===== config.mk =====
export PLATFORM = sky130hd
export DESIGN_NAME = pc_fetch_ctrl
export DESIGN_NICKNAME = d
export VERILOG_FILES = /design/src/rtl/pc_fetch_ctrl.sv
export SDC_FILE = /design/constraint.sdc
export NUM_CORES = 1
export LEC_CHECK = 0
export ABC_AREA = 1
export CAP_MARGIN = 20
export CORE_ASPECT_RATIO = 0.5
export CORE_MARGIN = 1.5
export CORE_UTILIZATION = 40
export DETAILED_ROUTE_END_ITERATION = 10
export GPL_TIMING_DRIVEN = 0
export HOLD_SLACK_MARGIN = 0.08
export PLACE_DENSITY_LB_ADDON = 0.15
export SYNTH_ARGS = -nofsm -noshare
export SYNTH_HDL_FRONTEND = slang
export SYNTH_SLANG_ARGS = --single-unit

===== constraint.sdc =====
create_clock -name i_clk -period 3.75 [get_ports i_clk]
set_input_delay 0.5625 -clock i_clk [delete_from_list [all_inputs] [get_ports i_clk]]
set_output_delay 0.5625 -clock i_clk [all_outputs]
set_load 0.02 [all_outputs]

===== src/rtl/pc_fetch_ctrl.sv =====
// Program counter and instruction-fetch controller: registers the jump-mux next PC,
// runs the imem grant/valid handshake and holds the fetched word until the core commits.
module pc_fetch_ctrl #(
  parameter int                 WIDTH    = 32,
  parameter logic [WIDTH-1:0]   RESET_PC = '0
) (
  input  logic             i_clk,
  input  logic             i_rst,
  input  logic [WIDTH-1:0] i_next_pc,
  input  logic             i_pc_load,
  input  logic             i_stall,
  output logic             o_imem_req,
  output logic [WIDTH-1:0] o_imem_addr,
  input  logic             i_imem_gnt,
  input  logic             i_imem_rvalid,
  input  logic [WIDTH-1:0] i_imem_rdata,
  output logic [WIDTH-1:0] o_pc,
  output logic [WIDTH-1:0] o_pc_plus4,
  output logic [WIDTH-1:0] o_instr,
  output logic             o_instr_valid,
  output logic             o_misaligned,
  output logic [31:0]      o_retire_cnt
);

  typedef enum logic [2:0] {
    S_IDLE,
    S_FETCH,
    S_WAIT,
    S_EXEC,
    S_TRAP
  } state_e;

  state_e           state_q, state_d;
  logic [WIDTH-1:0] pc_q, pc_d;
  logic [WIDTH-1:0] instr_q, instr_d;
  logic [31:0]      retire_cnt_q, retire_cnt_d;

  logic commit;
  assign commit = (state_q == S_EXEC) && i_pc_load && !i_stall;

  // NOTE: every always_comb target is given its hold value first, so no path can infer a latch.
  always_comb begin
    state_d      = state_q;
    pc_d         = pc_q;
    instr_d      = instr_q;
    retire_cnt_d = retire_cnt_q;
    case (state_q)
      S_IDLE:  state_d = S_FETCH;
      S_FETCH: begin
        // Data returned without a grant belongs to no request of ours.
        if (i_imem_gnt && i_imem_rvalid) begin
          instr_d = i_imem_rdata;
          state_d = S_EXEC;
        end else if (i_imem_gnt) begin
          state_d = S_WAIT;
        end
      end
      S_WAIT: begin
        if (i_imem_rvalid) begin
          instr_d = i_imem_rdata;
          state_d = S_EXEC;
        end
      end
      S_EXEC: begin
        if (commit) begin
          // The bad target is still loaded so the trap handler can see it.
          pc_d         = i_next_pc;
          retire_cnt_d = retire_cnt_q + 32'd1;
          state_d      = (i_next_pc[1:0] == 2'b00) ? S_FETCH : S_TRAP;
        end
      end
      S_TRAP:  state_d = S_TRAP;
      default: state_d = S_IDLE;
    endcase
  end

  // NOTE: sequential state uses non-blocking assignments so all flops update together.
  always_ff @(posedge i_clk or posedge i_rst) begin
    if (i_rst) begin
      state_q      <= S_IDLE;
      pc_q         <= RESET_PC;
      instr_q      <= '0;
      retire_cnt_q <= '0;
    end else begin
      state_q      <= state_d;
      pc_q         <= pc_d;
      instr_q      <= instr_d;
      retire_cnt_q <= retire_cnt_d;
    end
  end

  // Handshake and status outputs decode the state register only.
  assign o_imem_req    = (state_q == S_FETCH);
  assign o_instr_valid = (state_q == S_EXEC);
  assign o_misaligned  = (state_q == S_TRAP);

  assign o_pc          = pc_q;
  assign o_imem_addr   = pc_q;
  assign o_pc_plus4    = pc_q + WIDTH'(4);
  assign o_instr       = instr_q;
  assign o_retire_cnt  = retire_cnt_q;

endmodule


==> flow_metrics.tcl <==
set metrics [dict create \
    max_freq_ghz 0.312 \
    core_mm2 0.0136 \
    r2r_start "o_retire_cnt[8]" \
    dp.final_hpwl_mm 12.9 \
    num_rows 30 \
    grt_max_degree 58 \
    fin_area_mm2 0.00847 \
    crit_type "register to primary output" \
    dp_slack_ns 0.942 \
    synth_edf_count 0 \
    synth-async-reset-ratio_pct 100 \
    ys_seq_elements 99 \
    status "complete, no violations" \
    hold_class "register to register" \
    drive_gt1_share_pct 8.04 \
    yosys.area.top_type "dfrtp_1" \
    finalWorstSetupSlack_ns 0.540 \
    fin_skew_ns 0.00821 \
    grt_pass1_vias 5256 \
    ys_warn_count 0 \
    relSlewSlack_pct 61.0 \
    cap_violations 0 \
    root_buffer "clkbuf_16" \
    die_h_um 86.5 \
    cp.required_ns 3.19 \
    area_delta_synth_final_pct 52.1 \
    synth_area_leaders "dfrtp_1 (44%), nand2_1 (17%), inv_1 (6.7%), nor2_1 (5.3%), buf_4 (5.0%)" \
    ant_nets 0 \
    worst_r2r_path_depth 7 \
    port_buffers 232 \
    ctsHtreeMaxLevel 3 \
    synth.most_common_cell "nand2_1" \
    holdPathStages 1 \
    r2r-end "o_retire_cnt[23]" \
    dr.pass1.iters 5 \
    ir_drop_mv 0.378 \
    placed_cells 1184 \
    die_x_um 170 \
    hold_start "o_retire_cnt[6]" \
    initial_core_util_pct 41.0 \
    r2r_slack_ns 2.05 \
    ys_top_cells_by_count "nand2_1 (257), inv_1 (100), dfrtp_1 (99)" \
    syn-num-nets 831 \
    clockBufferDepth 2 \
    critPathLaunchType "register" \
    setup_viol 0 \
    synth_cell_types 28 \
    tightest_slew_ns 0.584 \
    post-route-drc-count 0 \
    fin_crit_sh_pct 85.6 \
    crit_arrival_ns 2.65 \
    avgSynthCellArea_um2 7.34 \
    path_max_fanout 5 \
    grt_setup_unrepaired "false" \
    antenna_cells 0 \
    drv_slew 0 \
    synth_area_mm2 0.00557 \
    cts_resized 0 \
    avgViaCountPerCell 4.65 \
    fill_cells 1268 \
    final_cell_count_no_fill 1200 \
    ys_seq_area_share_pct 44.5 \
    overflow 0 \
    cts_setup_buffers 0 \
    first_iter_violations 440 \
    wire_per_inst_um 13.7 \
    clkSlewWorstSetupHoldPaths_ns 0.08 \
    holdPathEnd "o_retire_cnt[6]" \
    area.sequential_mm2 0.00248 \
    clock_sinks 99 \
    nets 1075 \
    multi_input_area_mm2 0.00236 \
    ys.flop_type "dfrtp_1" \
    p_per_area_mw_per_mm2 787 \
    yosys.area.top_type_share_pct 44.5 \
    wirelength_mm 16.4 \
    vias 5584 \
    die_area_mm2 0.0147 \
    antenna_found_initial 0 \
    leakagePower_nw 3.88 \
    syn_inst 759 \
    grt_pass1_wl_mm 26.2 \
    numCtsBuffers 9 \
    clk_latency_ns 0.35 \
    cts_tree "done" \
    min_period_ns 3.21 \
    post_dp_cell_area_mm2 0.00816 \
    grt.total_usage_pct 22.7 \
    hold_buffers 0 \
    gp_congestion 0.955 \
    hold_viol 0 \
    end_kind "primary output" \
    io_pins 233 \
]
-- power breakdown --
| part | internal [W] | switching, W | leakage (nW) |
|---|---|---|---|
| registers | 0.00145 | 0.000453 | 1.25 |
| clock network | 0.000477 | 0.000468 | 0.147 |
| logic | 0.00185 | 0.00197 | 2.49 |
| total | 0.00378 | 0.00289 | 3.88 |
-- worst max-delay path: stages, from the launching register on --
cell and delay [ns]:
dfrtp_1 0.42, ha_1 0.27, nand3_1 0.22, inv_1 0.17
nand2_1 0.15, nor2_1 0.25, nand3_1 0.11, nand2_1 0.10
clkdlybuf4s50_1 0.61
-- worst max path at each step --
stage | start | end | slack [ns] | cells past startpoint
after detailed placement | o_imem_addr[3] | o_pc_plus4[28] | 0.94 | 8
after global placement | i_rst | o_imem_addr[27] | -1.01 | 2
after global routing | o_imem_addr[3] | o_pc_plus4[12] | 0.36 | 7
after floorplan | i_rst | o_imem_addr[0] | 0.60 | 1
after CTS | o_imem_addr[3] | o_pc_plus4[28] | 0.56 | 8
final | o_imem_addr[3] | o_pc_plus4[28] | 0.54 | 8
-- cell families (layout without fill, tap and decap cells) --
kind of cell	count (synthesis)	in the layout	share of synthesized area [%]
AOI/OAI and AO/OA	62	62	5.61
buffers and inverters	151	400	13.1
and+or+nand+nor	417	417	32.0
xor gates and xnor gates	28	28	4.40
adders and majority gates	2	2	0.449
DFF	99	99	44.5
-- routing by layer --
metal  GRT usage (%)  vias up  part of all wire, %
met1            28.5     2572                   43
li1                -     2797                    -
met3            5.66       21                  7.4
met4            6.28        0                  1.7
met5               0        -                    0
met2            39.4      194                   47
-- final cells by class --
cell class	count	area share [%]
repair buffers	233	27.7
multi-input cells	509	27.9
inverters	102	4.55
plain buffers	49	4.11
well taps	192	2.84
clock buffers	9	2.66
flip-flops and latches	99	29.2
clock inverters	7	0.975
-- layout by cell type (no fill, tap or decap), drive strengths merged --
master,synthesis,routed
xor2,19,19
buf,44,45
nor2,85,85
nor3,16,16
clkdlybuf4s50,0,232
a21o,1,1
a21oi,3,3
inv,102,105
nand3b,7,7
nand3,34,34
xnor2,9,9
nand4,13,13
clkinvlp,0,1
clkinv,0,3
clkbuf,5,14
ha,2,2
dfrtp,99,99
o21ai,58,58
nand2,262,262
-- stage by stage --
step           setup TNS [ns]  util, %  hold WS [ns]  total power, W
6_report                    0     62.3         0.523         0.00667
5_1_grt                     0     62.3         0.549         0.00705
4_1_cts                     0     62.3         0.530         0.00673
3_5_place_dp                0     60.1         0.516         0.00577
3_3_place_gp           -99.74     59.9         0.513         0.00571
2_1_floorplan               0        -         0.593         0.00386
-- state kept, by name, summed over array words and instances (netlist names) --
name          count
o_imem_addr      32
o_retire_cnt     32
o_instr          32
state_q           3
Note: power is estimated with default switching activity, not from simulation.
